<file path="config.mk">
export PLATFORM = sky130hd
export DESIGN_NAME = share_rr_arbiter_flat
export DESIGN_NICKNAME = d
export VERILOG_FILES = /design/src/rtl/share_rr_arbiter_pkg.sv /design/src/rtl/share_rr_arbiter_if.sv /design/src/rtl/share_rr_arbiter_tag_fifo.sv /design/src/rtl/share_rr_arbiter.sv /design/src/flat_wrapper.sv
export SDC_FILE = /design/constraint.sdc
export NUM_CORES = 1
export LEC_CHECK = 0
export BUFFER_PORTS_ARGS = -buffer_cell sky130_fd_sc_hd__clkbuf_2
export CAP_MARGIN = 20
export CORE_MARGIN = 2
export CORE_UTILIZATION = 38
export CTS_BUF_LIST = sky130_fd_sc_hd__clkbuf_4
export DETAILED_ROUTE_END_ITERATION = 10
export PLACE_DENSITY = 0.82
export SETUP_SLACK_MARGIN = 0.05
export SLEW_MARGIN = 30
export SYNTH_ARGS = -nofsm -noshare
export SYNTH_HDL_FRONTEND = slang
export SYNTH_HIERARCHICAL = 1
export SYNTH_SLANG_ARGS = --single-unit
</file>
<file path="constraint.sdc">
create_clock -name clk -period 3.3 [get_ports clk]
set_input_delay 0.66 -clock clk [delete_from_list [all_inputs] [get_ports clk]]
set_output_delay 0.66 -clock clk [all_outputs]
set_load 0.1 [all_outputs]
</file>
<file path="src/rtl/share_rr_arbiter_pkg.sv">
// rtl/share_rr_arbiter_pkg.sv - width helpers shared by the arbiter and its tag FIFO
package share_pkg;

   function automatic int clog2(input int value);
      int res;
      res = 0;
      for (int i = 0; i < 31; i++) begin
         if ((1 << i) < value) begin
            res = i + 1;
         end
      end
      return res;
   endfunction

   // Tag width stays at least one bit so a single-slot index still has a vector.
   function automatic int tag_w(input int num_req);
      return (clog2(num_req) < 1) ? 1 : clog2(num_req);
   endfunction

   function automatic int cnt_w(input int depth);
      return clog2(depth + 1);
   endfunction

   function automatic int ptr_w(input int depth);
      return (clog2(depth) < 1) ? 1 : clog2(depth);
   endfunction

endpackage

</file>
<file path="src/rtl/share_rr_arbiter_if.sv">
// rtl/share_rr_arbiter_if.sv - operand, unit and result channels of the shared-unit arbiter
interface share_rr_arbiter_if #(
   parameter int NUM_REQ   = 2,
   parameter int DATA_TYPE = 10
);
   logic [NUM_REQ*DATA_TYPE-1:0] ins_lhs;
   logic [NUM_REQ*DATA_TYPE-1:0] ins_rhs;
   logic [NUM_REQ-1:0]           ins_valid;
   logic [NUM_REQ-1:0]           ins_ready;
   logic [DATA_TYPE-1:0]         op_lhs;
   logic [DATA_TYPE-1:0]         op_rhs;
   logic                         op_valid;
   logic                         op_ready;
   logic [DATA_TYPE-1:0]         res;
   logic                         res_valid;
   logic                         res_ready;
   logic [NUM_REQ*DATA_TYPE-1:0] outs;
   logic [NUM_REQ-1:0]           outs_valid;
   logic [NUM_REQ-1:0]           outs_ready;

   // master: requesters, shared unit and consumers around the arbiter
   modport master (
      output ins_lhs, ins_rhs, ins_valid, op_ready, res, res_valid, outs_ready,
      input  ins_ready, op_lhs, op_rhs, op_valid, res_ready, outs, outs_valid
   );

   modport slave (
      input  ins_lhs, ins_rhs, ins_valid, op_ready, res, res_valid, outs_ready,
      output ins_ready, op_lhs, op_rhs, op_valid, res_ready, outs, outs_valid
   );
endinterface

</file>
<file path="src/rtl/share_rr_arbiter_tag_fifo.sv">
// rtl/share_rr_arbiter_tag_fifo.sv - in-order FIFO of grant tags, no pop-to-push bypass
module share_tag_fifo
   import share_pkg::*;
#(
   parameter int DEPTH = 4,
   parameter int TAG_W = 1,
   parameter int CNT_W = 3
) (
   input  logic             clk,
   input  logic             rst,
   input  logic             push,
   input  logic [TAG_W-1:0] push_tag,
   input  logic             pop,
   output logic             full,
   output logic             empty,
   output logic [TAG_W-1:0] head,
   output logic [CNT_W-1:0] count
);
   localparam int PTR_W = ptr_w(DEPTH);

   logic [TAG_W-1:0] mem_q [DEPTH];
   logic [TAG_W-1:0] mem_d [DEPTH];
   logic [PTR_W-1:0] wr_q, wr_d;
   logic [PTR_W-1:0] rd_q, rd_d;
   logic [CNT_W-1:0] count_q, count_d;
   logic             do_push;
   logic             do_pop;

   function automatic logic [PTR_W-1:0] ptr_inc(input logic [PTR_W-1:0] p);
      return (p == PTR_W'(DEPTH - 1)) ? '0 : p + PTR_W'(1);
   endfunction

   assign full    = (count_q == CNT_W'(DEPTH));
   assign empty   = (count_q == '0);
   assign head    = mem_q[rd_q];
   assign count   = count_q;
   // Full is judged on the registered count, so a same-cycle pop never frees a slot early.
   assign do_push = push & ~full;
   assign do_pop  = pop & ~empty;

   always_comb begin
      mem_d   = mem_q;
      wr_d    = wr_q;
      rd_d    = rd_q;
      count_d = count_q;
      if (do_push) begin
         mem_d[wr_q] = push_tag;
         wr_d        = ptr_inc(wr_q);
      end
      if (do_pop) begin
         rd_d = ptr_inc(rd_q);
      end
      case ({do_push, do_pop})
         2'b10:   count_d = count_q + CNT_W'(1);
         2'b01:   count_d = count_q - CNT_W'(1);
         default: count_d = count_q;
      endcase
   end

   always_ff @(posedge clk) begin
      if (rst) begin
         wr_q    <= '0;
         rd_q    <= '0;
         count_q <= '0;
      end else begin
         wr_q    <= wr_d;
         rd_q    <= rd_d;
         count_q <= count_d;
      end
   end

   always_ff @(posedge clk) begin
      mem_q <= mem_d;
   end

endmodule

</file>
<file path="src/rtl/share_rr_arbiter.sv">
// rtl/share_rr_arbiter.sv - shares one in-order unit among NUM_REQ operand channels; SHARE_FIXED_PRIO_EN selects fixed priority
module share_rr_arbiter
   import share_pkg::*;
#(
   parameter int NUM_REQ    = 2,
   parameter int DATA_TYPE  = 10,
   parameter int FIFO_DEPTH = 4
) (
   input  logic              clk,
   input  logic              rst,
   share_rr_arbiter_if.slave bus
);
   localparam int TAG_W = tag_w(NUM_REQ);
   localparam int CNT_W = cnt_w(FIFO_DEPTH);

   logic [TAG_W-1:0] grant;
   logic             found;
   logic             any_valid;
   logic             can_issue;
   logic             op_valid;
   logic             push;
   logic             pop;
   logic             res_ready;
   logic             fifo_full;
   logic             fifo_empty;
   logic [TAG_W-1:0] head;
   logic [CNT_W-1:0] fifo_count;

`ifdef SHARE_FIXED_PRIO_EN
   always_comb begin
      grant = '0;
      found = 1'b0;
      for (int i = 0; i < NUM_REQ; i++) begin
         if (!found && bus.ins_valid[i]) begin
            found = 1'b1;
            grant = TAG_W'(i);
         end
      end
   end
`else
   logic [TAG_W-1:0] ptr_q, ptr_d;

   // First pass covers ptr..NUM_REQ-1, second pass wraps around to 0..ptr-1.
   always_comb begin
      grant = '0;
      found = 1'b0;
      for (int i = 0; i < NUM_REQ; i++) begin
         if (!found && bus.ins_valid[i] && (TAG_W'(i) >= ptr_q)) begin
            found = 1'b1;
            grant = TAG_W'(i);
         end
      end
      for (int i = 0; i < NUM_REQ; i++) begin
         if (!found && bus.ins_valid[i]) begin
            found = 1'b1;
            grant = TAG_W'(i);
         end
      end
   end

   always_comb begin
      ptr_d = ptr_q;
      if (push) begin
         ptr_d = (grant == TAG_W'(NUM_REQ - 1)) ? '0 : grant + TAG_W'(1);
      end
   end

   always_ff @(posedge clk) begin
      if (rst) begin
         ptr_q <= '0;
      end else begin
         ptr_q <= ptr_d;
      end
   end
`endif

   assign any_valid = |bus.ins_valid;
   assign can_issue = !fifo_full && (fifo_count < CNT_W'(FIFO_DEPTH));
   // op_valid looks only at requesters and tag space, never at op_ready or res_valid.
   assign op_valid  = any_valid & can_issue;
   assign push      = op_valid & bus.op_ready;
   assign pop       = bus.res_valid & res_ready;

   assign bus.op_valid  = op_valid;
   assign bus.res_ready = res_ready;
   assign bus.outs      = {NUM_REQ{bus.res}};

   always_comb begin
      bus.op_lhs     = '0;
      bus.op_rhs     = '0;
      bus.ins_ready  = '0;
      bus.outs_valid = '0;
      res_ready      = 1'b0;
      for (int i = 0; i < NUM_REQ; i++) begin
         if (grant == TAG_W'(i)) begin
            bus.op_lhs       = bus.ins_lhs[i*DATA_TYPE +: DATA_TYPE];
            bus.op_rhs       = bus.ins_rhs[i*DATA_TYPE +: DATA_TYPE];
            bus.ins_ready[i] = bus.op_ready & can_issue;
         end
      end
      for (int i = 0; i < NUM_REQ; i++) begin
         if (head == TAG_W'(i)) begin
            bus.outs_valid[i] = bus.res_valid & !fifo_empty;
            res_ready         = bus.outs_ready[i] & !fifo_empty;
         end
      end
   end

   share_tag_fifo #(
      .DEPTH (FIFO_DEPTH),
      .TAG_W (TAG_W),
      .CNT_W (CNT_W)
   ) u_tag_fifo (
      .clk      (clk),
      .rst      (rst),
      .push     (push),
      .push_tag (grant),
      .pop      (pop),
      .full     (fifo_full),
      .empty    (fifo_empty),
      .head     (head),
      .count    (fifo_count)
   );

endmodule
</file>
<file path="src/flat_wrapper.sv">
// flat-port wrapper written by rule: the top's interface ports become plain ports
module share_rr_arbiter_flat import share_pkg::*;
#(
   parameter int NUM_REQ    = 2,
   parameter int DATA_TYPE  = 10,
   parameter int FIFO_DEPTH = 4
)
  (clk, rst, bus_ins_lhs, bus_ins_rhs, bus_ins_valid, bus_op_ready, bus_res, bus_res_valid, bus_outs_ready, bus_ins_ready, bus_op_lhs, bus_op_rhs, bus_op_valid, bus_res_ready, bus_outs, bus_outs_valid);
  share_rr_arbiter_if #(.NUM_REQ(NUM_REQ), .DATA_TYPE(DATA_TYPE)) bus_i ();
  input  logic clk;
  input  logic rst;
  input wire logic [$bits(bus_i.ins_lhs)-1:0] bus_ins_lhs;
  input wire logic [$bits(bus_i.ins_rhs)-1:0] bus_ins_rhs;
  input wire logic [$bits(bus_i.ins_valid)-1:0] bus_ins_valid;
  input wire logic [$bits(bus_i.op_ready)-1:0] bus_op_ready;
  input wire logic [$bits(bus_i.res)-1:0] bus_res;
  input wire logic [$bits(bus_i.res_valid)-1:0] bus_res_valid;
  input wire logic [$bits(bus_i.outs_ready)-1:0] bus_outs_ready;
  output wire logic [$bits(bus_i.ins_ready)-1:0] bus_ins_ready;
  output wire logic [$bits(bus_i.op_lhs)-1:0] bus_op_lhs;
  output wire logic [$bits(bus_i.op_rhs)-1:0] bus_op_rhs;
  output wire logic [$bits(bus_i.op_valid)-1:0] bus_op_valid;
  output wire logic [$bits(bus_i.res_ready)-1:0] bus_res_ready;
  output wire logic [$bits(bus_i.outs)-1:0] bus_outs;
  output wire logic [$bits(bus_i.outs_valid)-1:0] bus_outs_valid;
  assign bus_i.ins_lhs = bus_ins_lhs;
  assign bus_i.ins_rhs = bus_ins_rhs;
  assign bus_i.ins_valid = bus_ins_valid;
  assign bus_i.op_ready = bus_op_ready;
  assign bus_i.res = bus_res;
  assign bus_i.res_valid = bus_res_valid;
  assign bus_i.outs_ready = bus_outs_ready;
  assign bus_ins_ready = bus_i.ins_ready;
  assign bus_op_lhs = bus_i.op_lhs;
  assign bus_op_rhs = bus_i.op_rhs;
  assign bus_op_valid = bus_i.op_valid;
  assign bus_res_ready = bus_i.res_ready;
  assign bus_outs = bus_i.outs;
  assign bus_outs_valid = bus_i.outs_valid;
  share_rr_arbiter #(.NUM_REQ(NUM_REQ), .DATA_TYPE(DATA_TYPE), .FIFO_DEPTH(FIFO_DEPTH)) u_core (.clk(clk), .rst(rst), .bus(bus_i));
endmodule
</file>
**Yosys cells after proc, flatten, opt, wreduce, memory -nomap -nowiden**

Index checks and enable logic that the tools add are counted.

- $add $sub $neg: 5
- Reductions and logical operators: 15
- $lt $le $gt $ge: 6
- Bitwise operators: 13
- Eq/ne operators: 5
- Mux-type cells: 23

Operators by type and width:

| kind | number |
|---|---|
| $mux W10 | 2 |
| $mux W1 | 15 |
| $and A1 B1 Y1 | 9 |
| $logic_and A1 B1 Y1 | 7 |
| $eq A2 B2 Y1 const B | 3 |
| $ge A3 B3 Y1 const B | 2 |
| $not A2 Y3 | 2 |
| $pmux W3 S2 | 1 |
| $logic_not A1 Y1 | 5 |
| $add A2 B1 Y2 const B | 2 |
| $bwmux W4 | 1 |
| $mux W2 | 2 |
| $add A3 B1 Y3 const B | 1 |
| $eq A3 B3 Y1 const B | 1 |
| $logic_not A3 Y1 | 1 |
| $lt A3 B1 Y1 const B | 1 |
| $lt A3 B3 Y1 const B | 1 |
| $sub A3 B1 Y3 const B | 1 |
| $bmux W1 S2 | 1 |
| $demux W1 S2 | 1 |
| $eq A2 B1 Y1 const B | 1 |
| $ge A1 B1 Y1 const A | 2 |
| $not A1 Y1 | 2 |
| $reduce_bool A2 Y1 | 1 |
| other kinds (2) | 2 |

- Output and inout bits: 46
- Input port bits: 58
- Register bits: 12

**Logic depth before layout (Yosys ltp)**

- Depth in word-level cells: 15
- Mapped depth: 12
- Depth with buffers taken out: 12

**By module**

The synthesis kept the hierarchy.

By module, submodules not included:

| module | times used | cells an instance | area an instance (µm²) |
|---|---|---|---|
| share_tag_fifo | 1 | 55 | 611.8 |
| share_rr_arbiter | 1 | 61 | 511.7 |

**Worst setup path after synthesis**

Ideal clock, no wire load.

- Path type: reg2reg
- Start: register u_core.u_tag_fifo.rd_q[0]
- End: register u_core.u_tag_fifo.count_q[2] (netlist: u_core/u_tag_fifo/count[2])
- Library setup time: 0.070 ns
- Required time: 3.230 ns
- Arrival: 3.882 ns
- Buffers on the path: 0
- Setup slack: -0.652 ns
- Stages on the path, launching flop included: 13
- Cell sequence: dfxtp_1 -> mux4_2 -> mux2i_1 -> nor2_1 -> and2_1 -> o31ai_2 -> inv_1 -> ha_1 -> inv_1 -> fa_1 -> xor2_1 -> or3_1 -> a21oi_1

- Longest elaborated chain between the ends: 9
- Elaborated cells on any way between the ends: 11

Ends and longest elaborated chain:

| item | RTL line | source |
|---|---|---|
| start: declaration | share_rr_arbiter_tag_fifo.sv:24 | `logic [PTR_W-1:0] rd_q, rd_d;` |
| start signal: assignment | share_rr_arbiter_tag_fifo.sv:67 | `rd_q <= rd_d;` |
| $not A2 Y3 (not written as such) (*) | share_rr_arbiter_tag_fifo.sv:35 | `assign head = mem_q[rd_q];` |
| $bmux W1 S2 (*) | share_rr_arbiter_tag_fifo.sv:35 |  |
| $mux W1 (not written as such) (*) (2 in a row) | share_rr_arbiter_tag_fifo.sv:35 |  |
| named net u_core.head | share_rr_arbiter.sv:26 | `logic [TAG_W-1:0] head;` |
| $mux W1 (*) | share_rr_arbiter.sv:102 | `if (head == TAG_W'(i)) begin` |
| named net bus_res_ready | flat_wrapper.sv:23 | `output wire logic [$bits(bus_i.res_ready)-1:0] bus_res_ready;` |
| $and A1 B1 Y1 (*) | share_rr_arbiter.sv:82 | `assign pop = bus.res_valid & res_ready;` |
| named net u_core.pop | share_rr_arbiter.sv:22 | `logic pop;` |
| $and A1 B1 Y1 (*) | share_rr_arbiter_tag_fifo.sv:39 | `assign do_pop = pop & ~empty;` |
| named net u_core.u_tag_fifo.do_pop | share_rr_arbiter_tag_fifo.sv:27 | `logic do_pop;` |
| $eq A2 B1 Y1 or $eq A2 B2 Y1 (tied branches) | share_rr_arbiter_tag_fifo.sv:53 | `case ({do_push, do_pop})` |
| $pmux W3 S2 or $reduce_bool A2 Y1 (tied branches) | -- |  |
| end signal: assignment | share_rr_arbiter_tag_fifo.sv:68 | `count_q <= count_d;` |
| end: declaration | share_rr_arbiter_tag_fifo.sv:25 | `logic [CNT_W-1:0] count_q, count_d;` |

The timed path passes the listed nets; every way through them passes the cells marked *. The select of a mux whose other input is x is not followed.
A chain may end at the register's enable or synchronous reset.

**Final worst setup path**

- Start: register u_core.u_tag_fifo.rd_q[0]
- End: register u_core.u_tag_fifo.count_q[2] (netlist: u_core/u_tag_fifo/count[2])

- Longest elaborated chain between the ends: 9
- Elaborated cells on any way between the ends: 11

Ends and longest elaborated chain:

| item | RTL line |
|---|---|
| $not A2 Y3 (not written as such) (*) | share_rr_arbiter_tag_fifo.sv:35 |
| $bmux W1 S2 (*) | share_rr_arbiter_tag_fifo.sv:35 |
| $mux W1 (not written as such) (*) (2 in a row) | share_rr_arbiter_tag_fifo.sv:35 |
| named net u_core.head | share_rr_arbiter.sv:26 |
| $mux W1 (*) | share_rr_arbiter.sv:102 |
| $and A1 B1 Y1 (*) | share_rr_arbiter.sv:82 |
| named net u_core.pop | share_rr_arbiter.sv:22 |
| $and A1 B1 Y1 (*) | share_rr_arbiter_tag_fifo.sv:39 |
| named net u_core.u_tag_fifo.do_pop | share_rr_arbiter_tag_fifo.sv:27 |
| $eq A2 B1 Y1 or $eq A2 B2 Y1 (tied branches) | share_rr_arbiter_tag_fifo.sv:53 |
| $pmux W3 S2 or $reduce_bool A2 Y1 (tied branches) | -- |

Marked as above.

==> metrics.md <==
| Metric | Value |
|---|---|
| Worst-path fanout max | 4 |
| Critical Path End Type | flip-flop |
| Final Non-Filler Cells | 202 |
| CTS clock-pin slew for the worst setup and hold paths | roughly 0.08 ns |
| Final period util | 0.855 |
| Total CTS buffers | 3 |
| I/O Buffers | 73 |
| Hold path cells | 2 |
| Die area | between 3000 and 4000 um^2 |
| Synth top cells by count | 22 x buf_4, 20 x mux2_2, 10 x nor2_1, 9 x inv_1, 8 x dfxtp_1 |
| Worst skew pair latency | 0.27 ns |
| Hold Vio Cnt, Final | 0 |
| Multi-input logic area | 653 um^2 |
| Leakage power | 0.723 nW |
| Routed len/inst | 12.8 um |
| EDFF count, synth | 4 |
| Reg2Reg Depth | 12 |
| Pwr dens | between 400 and 500 nW/um^2 |
| Antenna cells | 0 |
| Area grow syn2layout | 25.1% |
| Initial antenna violation count | 0 |
| I/O pins | approximately 100 |
| Placed cell areas | ~1400 um^2 |
| Crit path buffers/inverters | 2 |
| Slew margin rel. | 0.630 |
| Initial drt markers | 50 |
| Filler instances | 263 |
| Sink Count | 12 |
| Final #Nets | 237 |
| H-tree levels | 1 |
| Post-CTS setup buffer count | 0 |
| Router iterations before antenna repair | 4 |
| DRC Markers | 0 |
| Maxcap violations | 0 |
| Hold crit path type | reg -> reg |
| WP data required | approximately 3.5 ns |
| CTS resizes | 0 |
| RSZ-0062 raised after global routing | no |
| Final setup fails | 0 |
| Achievable Freq | 355 MHz |
| Yosys top cell area share | 0.200 |
| Worst path max stage delay | between 0.5 and 0.6 ns |
| Syn Nets | approximately 180 |
| TritonCTS clock tree | yes |
| R2R Path End | u_core/u_tag_fifo/count[2]$_SDFFE_PP0P_ |
| Design Power | 0.634 mW |
| Final HPWL DP | 2.23 mm |
| Worst-path cell chain | mux4_2, mux2i_1, nor2_2, and2_1, o31ai_2, inv_1, ha_1, inv_1, fa_1, xor2_1, or3_1, a21oi_1 |
| Worst r2r src | u_core/u_tag_fifo/rd_q[0]$_SDFFE_PP0P_ |
| DIE HEIGHT | ~60 um |
| Sequential fraction of the synthesis area | 0.249 |
| CP arrival | 3.02 ns |
| Register area | 280 um^2 |
| Total Wirelength | between 2 and 3 mm |
| CTS Hold Bufs | 0 |
| Rows | 19 |
| Status | complete, no violations |
| GRT Util Overall | 0.155 |
| Dpl cells | between 150 and 200 |
| DR vias/cell | 4.72 |
| Hold Path End | u_core/ptr_q$_SDFFE_PP0P_ |
| Yosys warns | 6 |
| Synth Instances | roughly 120 |
| Main synth FF type | dfxtp_1 |
| Unique masters post-synth | 28 |
| Area leader, netlist | mux2_2 |
| Skew final | 0.00318 ns |
| Max Root-Sink Buffers | 2 |
| Most used cell, CP | inv_1 |
| Sum Neg Setup Slack | 0 ns |
| Worst-Margin Slew | between 0.5 and 0.6 ns |
| Startpoint types | flip-flop |
| Hold Startpoint | u_core/ptr_q$_SDFFE_PP0P_ |
| Async set-or-reset flop fraction in the synthesized netlist | 0 |
| Vias in the first global route | 971 |
| Critical path type | reg -> reg |
| Most common cell in the netlist | buf_4 |
| Yosys reg bits | 12 |
| Crit path max-delay family | multiplexers |
| Routed vias | approximately 950 |
| Average cell area after synthesis | 9.69 um^2 |
| Share of cells above drive strength 1 | 0.626 |
| Area contributors post-synth | mux2_2 20%, buf_4 15%, dfxtp_1 14% |
| CTS root buf | clkbuf_4 |
| Design area | ~1400 um^2 |
| Initial core utilization | 0.404 |
| Critical-path top delay cell | mux4_2 |
| Die width | roughly 60 um |
| Final Max Tran Viols | 0 |
| GPL Wtd Cong | 0.765 |
| Antenna Nets Post-Route | 0 |
| Cell Area, Synth | approximately 1100 um^2 |
| Grt total ovfl | 0 |
| Peak VDD IR | 0.416 mV |
| Core area | 2780 um^2 |
| Fin crit period | 2.82 ns |
| Largest net degree at the start of global routing | 22 |
| Reg2Reg Setup Slack | 0.48 ns |
| Hold Slack | about 0.47 ns |
| First-pass GRT wire length | 4.12 mm |
[placed cells by master, fill, tap and decap left out]
master    synthesis  layout
nor3b_2           0       1
o31ai_2           1       1
or2_0             1       1
nor3_2            0       1
nor2_2            0       1
xor2_1            2       2
mux2_2           20      20
inv_1             9       9
o21ai_0           2       2
clkbuf_4          0       3
ha_1              6       6
buf_4            22       1
nor3b_4           1       1
a21oi_2           1       1
fa_1              1       1
clkbuf_2          0      73
mux2_4            1       1
clkinv_1          0       1
or3b_4            1       1
mux2i_1           3       3
or3_1             2       2
a21oi_1           3       3
and3b_1           1       1
nand2b_1          3       3
nand2_1           2       2
dfxtp_1           8       8
mux4_2            1       1
and2_1            5       5
nor3_1            3       2
nor2_1           10       9
edfxtp_1          4       4
nor2b_4           1       1
[cell families after synthesis]
group                    synth area share
buffers and inverters               0.180
AO/OA/AOI/OAI                      0.0412
multiplexers                        0.261
AND/OR/NAND/NOR                     0.168
flip-flops                          0.249
adder cells (fa/ha/maj)            0.0846
XOR/XNOR                           0.0156
[worst max path at each step]
stage                                         endpoint  depth (start not counted)                                   start  slack (ns)
2_1_floorplan  u_core/u_tag_fifo/count[2]$_SDFFE_PP0P_                         12  u_core/u_tag_fifo/rd_q[0]$_SDFFE_PP0P_       -0.17
3_3_place_gp   u_core/u_tag_fifo/count[2]$_SDFFE_PP0P_                         12  u_core/u_tag_fifo/rd_q[0]$_SDFFE_PP0P_        0.62
3_5_place_dp   u_core/u_tag_fifo/count[2]$_SDFFE_PP0P_                         12  u_core/u_tag_fifo/rd_q[0]$_SDFFE_PP0P_        0.50
4_1_cts        u_core/u_tag_fifo/count[2]$_SDFFE_PP0P_                         12  u_core/u_tag_fifo/rd_q[0]$_SDFFE_PP0P_        0.47
5_1_grt        u_core/u_tag_fifo/count[2]$_SDFFE_PP0P_                         12  u_core/u_tag_fifo/rd_q[0]$_SDFFE_PP0P_        0.25
6_report       u_core/u_tag_fifo/count[2]$_SDFFE_PP0P_                         12  u_core/u_tag_fifo/rd_q[0]$_SDFFE_PP0P_        0.48
[power by group]
| group | internal (mW) | switching (mW) | total (mW) |
|---|---|---|---|
| registers | 0.164 | 0.0133 | 0.177 |
| logic | 0.0892 | 0.276 | 0.365 |
| clock network | 0.0437 | 0.0482 | 0.0919 |
[stage by stage]
stage	util	setup slack, ns
floorplan	-	-0.165
global placement	0.496	0.617
detailed placement	0.496	0.498
CTS	0.505	0.470
global route	0.505	0.253
finish	0.505	0.480
[worst min-delay path: stages (launching register included)]
cell	delay, ns
dfxtp_1	0.31
o21ai_0	0.06
a21oi_1	0.06
[state kept, by name, summed over array words and instances, names as in the netlist]
signal                   count
u_core/u_tag_fifo/rd_q       2
u_core/u_tag_fifo/mem_q      4
u_core/u_tag_fifo/wr_q       2
u_core/u_tag_fifo/count      3
u_core/ptr_q                 1
[cell type report]
class | count | share of cell area
Clock buffer | 3 | 0.0160
Sequential cell | 12 | 0.199
Multi-Input combinational cell | 72 | 0.465
Clock inverter | 1 | 0.00267
Tap cell | 31 | 0.0276
Inverter | 9 | 0.0240
Timing Repair Buffer | 74 | 0.265
[metal layers]
metal	up-vias	GRT usage	part of all wire	wire, um
met1	425	0.182	0.40	1050
met2	35	0.271	0.51	1320
met3	8	0.0374	0.073	189
met5	-	0	0	0
li1	485	-	-	-
met4	0	0.0631	0.013	34
(Power assumes the default switching activity.)
